==> config.mk <==
export PLATFORM = sky130hd
export DESIGN_NAME = rnn_input_feeder
export DESIGN_NICKNAME = d
export VERILOG_FILES = /design/src/rtl/rnn_pkg.sv /design/src/rtl/rnn_feed_fifo.sv /design/src/rtl/rnn_input_feeder.sv
export SDC_FILE = /design/constraint.sdc
export NUM_CORES = 1
export LEC_CHECK = 0
export CAP_MARGIN = 5
export CELL_PAD_IN_SITES_DETAIL_PLACEMENT = 2
export CELL_PAD_IN_SITES_GLOBAL_PLACEMENT = 2
export CORE_ASPECT_RATIO = 0.8
export CORE_MARGIN = 3
export CORE_UTILIZATION = 46
export CTS_BUF_LIST = sky130_fd_sc_hd__clkbuf_4
export CTS_CLUSTER_DIAMETER = 40
export DETAILED_ROUTE_END_ITERATION = 6
export PLACE_DENSITY_LB_ADDON = 0.3
export SLEW_MARGIN = 20
export SYNTH_ARGS = -nofsm -noshare
export SYNTH_HDL_FRONTEND = slang
export SYNTH_SLANG_ARGS = --single-unit
==> constraint.sdc <==
create_clock -name clk -period 2.5 [get_ports clk]
set_input_delay 0.375 -clock clk [delete_from_list [all_inputs] [get_ports clk]]
set_output_delay 0.375 -clock clk [all_outputs]
set_load 0.05 [all_outputs]
==> src/rtl/rnn_pkg.sv <==
// Shared widths and status-flag positions for the RNN core and its feeder.
package rnn_pkg;

    localparam int RNN_X_W    = 32;
    localparam int RNN_LANES  = 4;
    localparam int RNN_BYTE_W = RNN_X_W / RNN_LANES;

    // Sticky-flag bit positions in the core status register
    localparam int RNN_ST_UNDERFLOW = 0;
    localparam int RNN_ST_W         = 8;

    typedef logic [$clog2(RNN_LANES)-1:0] lane_t;

endpackage

==> src/rtl/rnn_feed_fifo.sv <==
// Generic show-ahead circular FIFO with registered level count.
// The head word is visible on rdata while not empty, zero otherwise.
module rnn_feed_fifo
    import rnn_pkg::*;
#(
    parameter int DEPTH = 16,
    parameter int LVL_W = 5,
    parameter int W     = RNN_X_W
) (
    input  logic             clk,
    input  logic             reset,
    input  logic             clr,
    input  logic             push,
    input  logic [W-1:0]     wdata,
    input  logic             pop,
    output logic [W-1:0]     rdata,
    output logic [LVL_W-1:0] level,
    output logic             empty,
    output logic             full
);

    localparam int AW = $clog2(DEPTH);

    logic [W-1:0]  mem [DEPTH];
    logic [AW-1:0] rd_ptr;
    logic [AW-1:0] wr_ptr;
    logic          do_push;
    logic          do_pop;

    assign empty   = (level == '0);
    assign full    = (level == LVL_W'(DEPTH));
    assign do_pop  = pop && !empty && !clr;
    assign do_push = push && (!full || do_pop) && !clr;
    assign rdata   = empty ? '0 : mem[rd_ptr];

    always_ff @(posedge clk) begin
        if (do_push) begin
            mem[wr_ptr] <= wdata;
        end
    end

    // Power-of-two depth lets the pointers wrap by natural overflow
    always_ff @(posedge clk or posedge reset) begin
        if (reset) begin
            rd_ptr <= '0;
            wr_ptr <= '0;
            level  <= '0;
        end else if (clr) begin
            rd_ptr <= '0;
            wr_ptr <= '0;
            level  <= '0;
        end else begin
            if (do_push) begin
                wr_ptr <= wr_ptr + AW'(1);
            end
            if (do_pop) begin
                rd_ptr <= rd_ptr + AW'(1);
            end
            if (do_push && !do_pop) begin
                level <= level + LVL_W'(1);
            end else if (do_pop && !do_push) begin
                level <= level - LVL_W'(1);
            end
        end
    end

endmodule

==> src/rtl/rnn_input_feeder.sv <==
// Byte-stream to 32-bit input-vector feeder for the RNN core.
// Define RNN_FEED_STATS_EN to build the delivered-word counter on frames_out.
module rnn_input_feeder
    import rnn_pkg::*;
#(
    parameter int DEPTH = 16,
    parameter int LVL_W = 5
) (
    input  logic               clk,
    input  logic               reset,
    input  logic               flush,
    input  logic [7:0]         s_data,
    input  logic               s_valid,
    output logic               s_ready,
    output logic               ready,
    input  logic               i_en,
    output logic [RNN_X_W-1:0] idata,
    output logic [LVL_W-1:0]   level,
    output logic               err_underflow,
    output logic [15:0]        frames_out
);

    localparam lane_t LAST = lane_t'(RNN_LANES - 1);

    lane_t                          byte_cnt;
    logic [RNN_X_W-RNN_BYTE_W-1:0] word_q;
    logic                           fifo_empty;
    logic                           fifo_full;
    logic                           accept;
    logic                           push;
    logic                           pop;

    // Only the completing byte needs space; no bypass from a same-cycle pop
    assign s_ready = (byte_cnt != LAST) || !fifo_full;
    assign accept  = s_valid && s_ready && !flush;
    assign push    = accept && (byte_cnt == LAST);
    assign pop     = i_en && !fifo_empty && !flush;
    assign ready   = !fifo_empty;

    always_ff @(posedge clk or posedge reset) begin
        if (reset) begin
            byte_cnt <= '0;
            word_q   <= '0;
        end else if (flush) begin
            byte_cnt <= '0;
        end else if (accept) begin
            byte_cnt <= byte_cnt + 2'd1;
            unique case (byte_cnt)
                2'd0:    word_q[7:0]   <= s_data;
                2'd1:    word_q[15:8]  <= s_data;
                2'd2:    word_q[23:16] <= s_data;
                default: ;
            endcase
        end
    end

    always_ff @(posedge clk or posedge reset) begin
        if (reset) begin
            err_underflow <= 1'b0;
        end else if (i_en && fifo_empty && !flush) begin
            err_underflow <= 1'b1;
        end
    end

    rnn_feed_fifo #(
        .DEPTH (DEPTH),
        .LVL_W (LVL_W),
        .W     (RNN_X_W)
    ) u_fifo (
        .clk   (clk),
        .reset (reset),
        .clr   (flush),
        .push  (push),
        .wdata ({s_data, word_q}),
        .pop   (pop),
        .rdata (idata),
        .level (level),
        .empty (fifo_empty),
        .full  (fifo_full)
    );

`ifdef RNN_FEED_STATS_EN
    always_ff @(posedge clk or posedge reset) begin
        if (reset) begin
            frames_out <= '0;
        end else if (pop && (frames_out != 16'hFFFF)) begin
            frames_out <= frames_out + 16'd1;
        end
    end
`else
    assign frames_out = '0;
`endif

endmodule

==> results of run 1 <==
final cells by class:
type,instances,area (um^2)
repair buffers,169,2420
fillers,3696,19140
diodes,7,17.52
multi-input cells,374,5487
flip-flops and latches,552,16390
clock buffers,205,1539
clock inverters,39,203.9
well taps,612,765.7
inverters,5,18.77
synthesized netlist by cell type:
library cell / count / area [um^2]
mux2_2: 1 / 11.26
buf_4: 22 / 165.2
conb_1: 1 / 3.750
a22o_1: 1 / 8.760
buf_6: 1 / 11.26
mux2_1: 24 / 270.3
o21bai_1: 1 / 7.510
nand2b_1: 4 / 25.02
nand2_8: 3 / 60.06
buf_1: 19 / 71.32
a21oi_1: 7 / 35.03
xnor2_1: 4 / 35.03
and3b_1: 3 / 26.28
nor4_4: 1 / 21.27
nor2_1: 12 / 45.04
nor3b_1: 1 / 7.510
clkbuf_1: 10 / 37.54
o211a_1: 1 / 10.01
edfxtp_1: 512 / 15370
nand2_1: 12 / 45.04
and4_1: 4 / 35.03
nand3_2: 1 / 10.01
fa_1: 1 / 20.02
o21ai_1: 1 / 5.000
and3_1: 1 / 6.260
and2_1: 12 / 75.07
mux2i_1: 64 / 640.6
o211ai_1: 2 / 15.01
or3_1: 2 / 12.51
nand3_1: 8 / 40.04
a31oi_1: 1 / 6.260
nand4_1: 1 / 6.260
buf_2: 14 / 70.07
o41ai_1: 1 / 8.760
nand4b_1: 2 / 17.52
mux4_2: 128 / 2883
a211oi_1: 1 / 7.510
nand3b_1: 2 / 15.01
ha_1: 13 / 162.7
dfrtp_1: 40 / 1001
xor2_1: 5 / 43.79
inv_1: 5 / 18.77
o22ai_1: 33 / 206.5
through the flow:
stage          hold WS, ns  setup WS (ns)  total power [mW]  utilization [%]
6_report            0.2703        -0.8473             30.49            58.38
3_5_place_dp        0.4709        -0.1644             19.69            51.93
5_1_grt             0.2336        -0.9879             31.57            58.38
3_3_place_gp        0.4622       -0.05507             19.32            51.93
2_1_floorplan       0.4739        0.01075             16.83                -
4_1_cts             0.1987        -0.7999             29.14            57.34
critical path: stages (launching register included):
cell	delay [ns]
dfrtp_4	0.48
buf_12	0.15
buf_16	0.17
buf_16	0.15
mux4_2	0.51
mux2i_1	0.23
o22ai_2	0.15
buf_6	0.18
cell families after synthesis:
family                     share of synthesized area, %
DFF                                               75.89
adders and majority gates                        0.8466
other                                           0.01738
buffers and inverters                             1.734
xor gates and xnor gates                         0.3653
AOI/OAI and AO/OA                                 1.438
muxes                                             17.63
and+or+nand+nor                                   2.076
layer usage:
metal / GRT usage (%) / vias up
li1: - / 4674
met1: 37.25 / 6685
met2: 47.73 / 686
met3: 7.271 / 191
met4: 9.472 / 2
met5: 0 / -
flip-flops by register name, indices dropped and copies added, names as in the netlist:
name           count
u_fifo.mem       512
word_q            24
u_fifo.level       5
u_fifo.rd_ptr      4
u_fifo.wr_ptr      4
byte_cnt           2
err_underflow      1
worst max path at each step:
stage,from,endpoint,slack (ns)
after floorplan,u_fifo.level[3],idata[10],0.01
after CTS,u_fifo.rd_ptr[0],idata[10],-0.80
final,u_fifo.rd_ptr[0],idata[9],-0.85
after detailed placement,flush,u_fifo.level[3],-0.16
after global placement,flush,u_fifo.level[3],-0.06
after global routing,u_fifo.rd_ptr[0],idata[10],-0.99
power breakdown:
| part | total, mW | switching [mW] | internal (mW) |
|---|---|---|---|
| registers | 11.6 | 0.820 | 10.8 |
| logic | 10.5 | 5.65 | 4.82 |
| clock network | 8.39 | 4.42 | 3.97 |
| total | 30.5 | 10.9 | 19.6 |
timing repair:
item / in CTS / in global routing
pin swaps: 9 / 14
hold buffers: 1 / 0
buffers inserted: 17 / 10
resized for setup: 108 / 56
setup endpoints to repair: 42 / 396
hold endpoints to repair: 21 / 0
gates cloned: 7 / 6
==> reports/metrics.cfg, run 1 <==
[cts]
worst_skew_pair.late_latency_ns=0.97
tritoncts=done
clock-root-buffer=clkbuf_4
cts-root-to-sink-buffers=3
cts_sink_cnt=552
clk_transition_reported_paths_ns=0.12
clock_tree.htree_level_count=4
numCtsBuffers=139

[synth]
ys_seq_elements=552
postSynthCellCount=982
syn_avg_cell_area_um2=21.97
post_synth_instance_area_mm2=0.02158
yosysSeqAreaShare_pct=75.89
synthDistinctLibCells=43
yosysWarnings=0

[sta]
highest_attainable_clock_frequency_ghz=0.2987
finalWorstSetupSlack_ns=-0.8473
hold_viol=0
setup_viol_count_final=203
post-route-period-util_pct=133.9
fin_crit_ns=3.347
max_slew_margin_pct=31.01
finalMaxSlewViolations=0
timing.clock.skew_ns=0.1090
rsz0062_at_grt=yes
worstMarginPinSlew_ns=1.032
setup_total_negative_slack_ns=-30.72

[place]
port_buf_inserts=52
placedInstanceArea_mm2=0.02388
gpl.final_weighted_congestion=0.7237
post-dp-hpwl_um=36080
post-place-cells=1672

[global_routing]
first_pass_grt_wire_length_um=98380
grt_max_degree=50
gr-usage-all-layers_pct=28.63
grt.overflow.total=0
antenna_found_initial=4
first_global_vias=13040

[detailed_routing]
route.detailed.drc=0
met2_wl_um=38530
drt_wl_total_um=75790
met3_routed_wl_um=4892
final_antenna_net_count=0
m1WireLength_um=29470
drtIter0Drc=1425
top_layer=met5
vias=12240
count_of_tritonroute_iterations_in_the_first_routing_pass=5
via_density_per_instance=6.234
wire_per_inst_um=38.61

[setup_path]
worst_ep_required_time_ns=2.12
r2r_start=byte_cnt[0]
criticalPathCategory=reg -> out
ff2ff_path_depth=8
worst-endpoint-arrival_ns=2.97
crit-reg2reg-capture=u_fifo.mem[0][25]
critPathCaptureType=primary output
register_to_register_setup_slack_ns=-0.09
worstSetupStartpointType=flop
critical_path.max_fanout=6

[run]
max_cap_viol_count=0

[power_and_ir_drop]
vdd.ir_drop.worst_mv=0.8269
pleak_nw=8.839
power.density_cell_area_mw_per_mm2=1136

[die]
ios=69
placeableCoreArea_mm2=0.04598
core.rowCount=70
initial_cell_density_of_the_core_pct=46.93
die_area_mm2=0.04956
die_w_um=248.2
die_y_um=199.7

[worst_hold_path]
min-delay-start=s_valid
hold_path_class=in -> reg
whs_endpoint=byte_cnt[1]
timing.hold.worst_path_depth=4

[cells_and_area]
commonest_non_fill_non_tap_cell_in_the_layout=edfxtp_1
syn2layout_area_growth_pct=24.41
final_cell_mix=512 x edfxtp_1, 205 x clkbuf_4, 128 x mux4_2
drive_above_1_share_pct=45.61
instances_no_fill=1963
final_nets=1268
finalInstanceArea_mm2=0.02684

[outcome]
violations_in_the_final_reports=negative setup slack
run_status=finished, violations left

Power figures use the tool's default switching activity.
==> run 2: changes to the inputs <==
Settings changed: CORE_UTILIZATION 46 to 51.
Clock period 2.5 ns to 3.5 ns, I/O delays scaled along.
==> run 2 against run 1 <==
- the run still ends with negative setup slack left
- routed wire length increased by 26%
- first-iteration DRC count increased by 85%
- combinational power decreased by 34%
- cell count decreased by 5.1%
- clock skew decreased by 0.010 ns
- sequential power decreased by 27%
- via count increased by 11%
- critical path depth unchanged
- total power decreased by 27%
- critical endpoint is now idata[25]
- largest power group unchanged
==> reports/metrics.cfg, run 2 (synthesized netlist as in run 1, its figures left out) <==
[power_and_ir_drop]
vdd.ir_drop.worst_mv=0.6662  ; -19%
power.combinational.fraction_pct=31.0  ; -3.3 points
pleak_nw=8.557  ; -3.2%
power.clock.fraction_pct=31.2  ; +3.7 points
power_mw=22.34  ; -27%
internal-power_mw=13.67  ; -30%
power.share.switching_pct=38.80  ; +3.1 points
part_of_the_total_power_dissipated_in_sequential_elements_pct=37.8  ; -0.4 points
power.density_cell_area_mw_per_mm2=857.9  ; -24%
power_switching_mw=8.667  ; -20%

[setup_path]
critical_path.max_fanout=7  ; +1
cp_top_family=multiplexers
cp_common_cell=buf_12
worst_ep_required_time_ns=2.97  ; +0.85 ns
register_to_register_setup_slack_ns=-0.22  ; -0.13 ns
cp_cell_sequence=buf_12, buf_12, clkbuf_16, mux4_2, mux2i_4, o22ai_1, buf_4
critPathCaptureType=primary output
critical_path.max_stage_delay_ns=0.56  ; +0.05 ns
crit_buf_inv=4  ; unchanged
criticalPathCategory=reg -> out
worst-endpoint-arrival_ns=3.22  ; +0.25 ns
crit_slowest_cell=mux4_2
worstSetupStartpointType=flop

[die]
die_w_um=236.0  ; -4.9%
die_y_um=190.0  ; -4.9%
initial_cell_density_of_the_core_pct=52.37  ; +5.4 points
ios=69  ; unchanged
placeableCoreArea_mm2=0.04121  ; -10%
die_area_mm2=0.04483  ; -9.5%
core.rowCount=66  ; -5.7%

[cts]
cts_sink_cnt=552  ; unchanged
clock_tree.htree_level_count=4  ; unchanged
cts-root-to-sink-buffers=3  ; unchanged
clock-root-buffer=clkbuf_4
tritoncts=done
numCtsBuffers=137  ; -1.4%
clk_transition_reported_paths_ns=0.10  ; -0.02 ns
worst_skew_pair.late_latency_ns=1.01  ; +0.04 ns

[outcome]
run_status=finished, violations left
violations_in_the_final_reports=negative setup slack

[cells_and_area]
drive_above_1_share_pct=41.65  ; -4.0 points
largest_reg_by_ff_count=u_fifo.mem
instances_no_fill=1862  ; -5.1%
final_nets=1232  ; -2.8%
final_cell_mix=512 x edfxtp_1, 214 x clkbuf_4, 128 x mux4_2
commonest_non_fill_non_tap_cell_in_the_layout=edfxtp_1
largestRegisters=u_fifo.mem (512), word_q (24), u_fifo.level (5)
largest_register_ff_count=512  ; unchanged
syn2layout_area_growth_pct=20.66

[sta]
post-route-period-util_pct=107.0
finalMaxSlewViolations=0  ; unchanged
highest_attainable_clock_frequency_ghz=0.2669
hold_viol=0  ; unchanged
worstMarginPinSlew_ns=1.321  ; +0.2895 ns
setup_total_negative_slack_ns=-11.43  ; +19.30 ns
fin_worst_hold_slack_ns=0.1045  ; -0.1657 ns
rsz0062_at_grt=yes
fin_crit_ns=3.747
timing.clock.skew_ns=0.09907  ; -0.009971 ns
setup_viol_count_final=129  ; -36%
finalWorstSetupSlack_ns=-0.2466  ; +0.6007 ns
max_slew_margin_pct=11.66  ; -19 points

[detailed_routing]
vias=13590  ; +11%
final_antenna_net_count=0  ; unchanged
route.detailed.drc=0  ; unchanged
drtIter0Drc=2632  ; +85%
wire_per_inst_um=51.18  ; +33%
count_of_tritonroute_iterations_in_the_first_routing_pass=5  ; unchanged
via_density_per_instance=7.300  ; +17%
drt_wl_total_um=95290  ; +26%

[run]
max_cap_viol_count=0  ; unchanged

[place]
gpl.final_weighted_congestion=0.7351  ; +1.6%
post-place-cells=1577  ; -5.7%
post-place-ws_ns=0.04155  ; +0.2060 ns
post-dp-hpwl_um=39170  ; +8.5%
port_buf_inserts=52  ; unchanged

[global_routing]
first_global_vias=13550  ; +3.9%
first_pass_grt_wire_length_um=116700  ; +19%
antenna_found_initial=12  ; +8
grt.overflow.total=0  ; unchanged
gr-usage-all-layers_pct=38.38  ; +9.8 points
grt_max_degree=34  ; -32%

[worst_hold_path]
hold_path_class=in -> async

==> run 2: cell types whose count changed in the layout (fill, tap and decap cells not counted), sizes merged, moves of 2 or more <==
cell	previous run	this run
bufinv	2	4
dlygate4sd2	3	0
clkbuf	211	221
buf	144	109
clkdlybuf4s15	3	0
clkinv	31	22
clkdlybuf4s50	12	18
==> run 2: power groups by stage <==
| stage | sequential (mW) | clock, mW | combinational (mW) |
|---|---|---|---|
| after floorplan | 8.23 | 0 | 3.51 |
| after global placement | 8.41 | 0 | 4.82 |
| after detailed placement | 8.55 | 0 | 5.02 |
| after CTS | 8.34 | 6.34 | 5.73 |
| after global routing | 8.46 | 7.20 | 7.05 |
| final | 8.45 | 6.97 | 6.91 |
==> run 2: layer usage <==
| layer | up-vias | track usage (%) | share of wire, % |
|---|---|---|---|
| li1 | 4603 | - | - |
| met4 | 6 | 15.53 | 6.7 |
| met2 | 1495 | 63.60 | 48 |
| met5 | - | 0 | 0.036 |
| met3 | 404 | 11.39 | 11 |
| met1 | 7085 | 47.96 | 34 |
==> run 2: path summary, 6_finish.rpt <==
check,start,end,cells after the start
max,u_fifo.rd_ptr[0],idata[25],7
min reg2reg,err_underflow,err_underflow,1
min,reset,u_fifo.rd_ptr[0],2
max in group asynchronous,reset,word_q[3],3
max reg2reg,byte_cnt[0],u_fifo.mem[10][3],8
min in group clk,s_data[5],u_fifo.mem[2][29],1
==> run 2: timing repair <==
action,CTS,global route
hold endpoints to repair,0,0
gates resized for setup,23,82
setup buffers,11,14
pin swaps,1,7
gates cloned,0,8
hold buffers,0,0
endpoints found under the setup margin,33,35
==> run 2: cell type report <==
| type | instances | area (um^2) |
|---|---|---|
| Clock buffer | 214 | 1607 |
| Clock inverter | 31 | 224.0 |
| Multi-Input combinational cell | 374 | 5263 |
| Inverter | 5 | 18.77 |
| Antenna cell | 7 | 17.52 |
| Fill cell | 3056 | 15170 |
| Tap cell | 544 | 680.7 |
| Sequential cell | 552 | 16390 |
| Timing Repair Buffer | 135 | 1838 |
==> run 2: metrics by stage <==
step / cell area, um^2 / utilization, %
after global routing: 26030 / 63.17
after floorplan: 21630 / -
after CTS: 25280 / 61.35
after global placement: 23170 / 56.24
final: 26040 / 63.18
after detailed placement: 23170 / 56.24
==> run 3: changes to the inputs <==
Settings changed: CTS_CLUSTER_DIAMETER 40 to unset.
==> run 3 against run 2 <==
- the flow now stops in clock tree synthesis (4_1_cts)
- synthesized cell count did not move
- area after synthesis did not move
==> reports/metrics.cfg, run 3 <==
[synth]
syn_avg_cell_area_um2=21.97  ; unchanged
synthDistinctLibCells=43  ; unchanged
yosysSeqAreaShare_pct=75.89  ; unchanged
yosysWarnings=0  ; unchanged
yosysTopAreaCell=edfxtp_1
ys_seq_elements=552  ; unchanged
postSynth.asyncResetShare_pct=7.246  ; unchanged
post_synth_instance_area_mm2=0.02158  ; unchanged
synth_ff_type=edfxtp_1
post-synth-top-count-cell=edfxtp_1
number_of_enable_type_register_cells_in_the_synthesized_netlist=512  ; unchanged
synth_top_cells_by_count=512 x edfxtp_1, 128 x mux4_2, 64 x mux2i_1
postSynthCellCount=982  ; unchanged
yosys-top-cells-area=edfxtp_1 71%, mux4_2 13%, dfrtp_1 4.6%
yosys.area.top_type_share_pct=71.25  ; unchanged

[cts]
holdBufCountCts=0  ; unchanged
cts-root-to-sink-buffers=3  ; unchanged
clock_tree.htree_level_count=4  ; unchanged
numCtsBuffers=137  ; unchanged
postCtsSetupBuffers=12  ; +1
clock-root-buffer=clkbuf_4
cts_sink_cnt=552  ; unchanged
post_cts.resized_instances=25  ; +8.7%

[die]
initial_cell_density_of_the_core_pct=52.37  ; unchanged
die_w_um=236.0  ; unchanged
core.rowCount=66  ; unchanged
ios=69  ; unchanged
die_y_um=190.0  ; unchanged

[place]
post-place-ws_ns=0.04155  ; unchanged
gpl.final_weighted_congestion=0.7351  ; unchanged
port_buf_inserts=52  ; unchanged
post-dp-hpwl_um=39170  ; unchanged

[outcome]
lastStage=clock tree synthesis (4_1_cts)
flow.first_error=[ERROR DPL-0033] detailed placement checks failed during check placement.
run_status=did not finish

-- run 3: cell counts after synthesis --
Identical to the previous run, type by type.
-- run 3: metrics by stage --
| step | instances | cell area (um^2) |
|---|---|---|
| 3_3_place_gp | 1577 | 23170 |
| 2_1_floorplan | 997 | 21630 |
| 3_5_place_dp | 1577 | 23170 |
-- run 3: cells by family after synthesis --
kind of cell             share of synthesized area [%]
AND/OR/NAND/NOR                                  2.076
adder cells (fa/ha/maj)                         0.8466
AO/OA/AOI/OAI                                    1.438
multiplexers                                     17.63
buffers and inverters                            1.734
XOR/XNOR                                        0.3653
other                                          0.01738
flip-flops                                       75.89
==> run 4: changes to the inputs <==
Settings changed: CELL_PAD_IN_SITES_DETAIL_PLACEMENT 2 to unset, CELL_PAD_IN_SITES_GLOBAL_PLACEMENT 2 to unset, CORE_ASPECT_RATIO 0.8 to unset, CORE_UTILIZATION 51 to 40, CTS_BUF_LIST sky130_fd_sc_hd__clkbuf_4 to unset, PLACE_DENSITY_LB_ADDON 0.3 to 0.15.
==> run 4 against run 3 <==
- the run now ends clean
==> reports/metrics.cfg, run 4 (synthesized netlist as in run 1, its figures left out) <==
[die]
initial_cell_density_of_the_core_pct=40.74  ; -12 points
core.rowCount=84  ; +27%
die_area_mm2=0.05677
ios=69  ; unchanged
placeableCoreArea_mm2=0.05297
die_y_um=238.3  ; +25%
die_w_um=238.3  ; +0.97%

[detailed_routing]
vias=9916
final_antenna_net_count=0
route.detailed.drc=0
wire_per_inst_um=26.78
count_of_tritonroute_iterations_in_the_first_routing_pass=5
drt_wl_total_um=48890
via_density_per_instance=5.430
drtIter0Drc=768

[cells_and_area]
num_antenna_cells=0
final_nets=1120
largestRegisters=u_fifo.mem (512), word_q (24), u_fifo.level (5)
syn2layout_area_growth_pct=15.83
fillers=4454
drive_above_1_share_pct=27.59
final_cell_mix=512 x edfxtp_1, 128 x mux4_2, 64 x mux2i_1, 64 x buf_4, 59 x clkbuf_16
largest_reg_by_ff_count=u_fifo.mem
commonest_non_fill_non_tap_cell_in_the_layout=edfxtp_1
largest_register_ff_count=512

[place]
port_buf_inserts=52  ; unchanged
gpl.final_weighted_congestion=0.7296  ; -0.75%
post-dp-hpwl_um=28150  ; -28%
post-place-ws_ns=0.3834  ; +0.3419 ns

[setup_path]
startpoint=u_fifo.level[0]
r2r_start=u_fifo.level[0]
criticalPathCategory=reg -> out
worst_ep_required_time_ns=2.97
worst-endpoint-arrival_ns=2.78
critical_path.max_fanout=21
worstSetupStartpointType=flop
critPathCaptureType=primary output

[cts]
post_cts.resized_instances=0  ; -100%
numCtsBuffers=57  ; -58%
holdBufCountCts=0  ; unchanged
worst_skew_pair.late_latency_ns=0.60
clock-root-buffer=clkbuf_16
clk_transition_reported_paths_ns=0.06
cts_sink_cnt=552  ; unchanged
postCtsSetupBuffers=0  ; -12
tritoncts=done
cts-root-to-sink-buffers=3  ; unchanged
clock_tree.htree_level_count=2  ; -2

[sta]
highest_attainable_clock_frequency_ghz=0.3030
fin_crit_ns=3.300
timing.clock.skew_ns=0.01511
max_slew_margin_pct=32.09
finalMaxSlewViolations=0
rsz0062_at_grt=no
fin_worst_hold_slack_ns=0.4156
hold_viol=0
setup_total_negative_slack_ns=0
setup_viol_count_final=0
finalWorstSetupSlack_ns=0.1998
worstMarginPinSlew_ns=1.015
post-route-period-util_pct=94.29

[power_and_ir_drop]
power.density_cell_area_mw_per_mm2=755.6
pleak_nw=7.884
vdd.ir_drop.worst_mv=0.5525

[global_routing]
first_global_vias=10500
gr-usage-all-layers_pct=17.54
grt.overflow.total=0
grt_max_degree=50
first_pass_grt_wire_length_um=72330
antenna_found_initial=2

[run]
max_cap_viol_count=0

[worst_hold_path]
hold_path_class=in -> async

[outcome]
run_status=complete, no violations

## run 4: path summary, 6_finish.rpt
| check | to | slack (ns) | depth (start not counted) |
|---|---|---|---|
| max | idata[28] | 0.20 | 6 |
| min | word_q[21] | 0.42 | 2 |
| max reg2reg | u_fifo.level[4] | 0.84 | 8 |
| min reg2reg | err_underflow | 0.49 | 1 |
| max in group asynchronous | word_q[4] | 2.37 | 3 |
| min in group clk | err_underflow | 0.49 | 1 |
## run 4: per-stage QoR
stage	instance area (um^2)	instances	utilization (%)	power (mW)
4_1_cts	24990	1826	47.18	19.16
6_report	24990	1826	47.18	18.89
3_3_place_gp	23240	1722	43.87	13.43
5_1_grt	24990	1826	47.18	19.71
3_5_place_dp	23240	1722	43.87	13.44
2_1_floorplan	21630	997	-	11.74
## run 4: final cells by class
class | count | area [um^2] | area share [%]
repair buffers | 103 | 1061 | 4.245
clock buffers | 80 | 1595 | 6.383
flip-flops and latches | 552 | 16390 | 65.56
well taps | 688 | 860.8 | 3.444
clock inverters | 24 | 161.4 | 0.6458
inverters | 5 | 18.77 | 0.07509
multi-input cells | 374 | 4910 | 19.64
## run 4: worst max-delay path: stages, from the launching register on
cell	delay, ns
dfrtp_1	0.48
nor4_4	0.43
nand2b_1	0.32
nand2b_2	0.21
buf_12	0.23
o22ai_1	0.23
buf_4	0.25
## run 4: power breakdown
| group | internal [mW] | switching, mW |
|---|---|---|
| Combinational | 1.97 | 2.95 |
| Clock | 3.30 | 2.41 |
| Sequential | 7.73 | 0.531 |
## run 4: metal layers
layer | share of wire, % | up-vias | track usage, %
li1 | - | 4287 | -
met1 | 44 | 5326 | 24.57
met2 | 50 | 243 | 29.24
met3 | 4.5 | 60 | 3.063
met4 | 1.5 | 0 | 3.683
met5 | 0 | - | 0
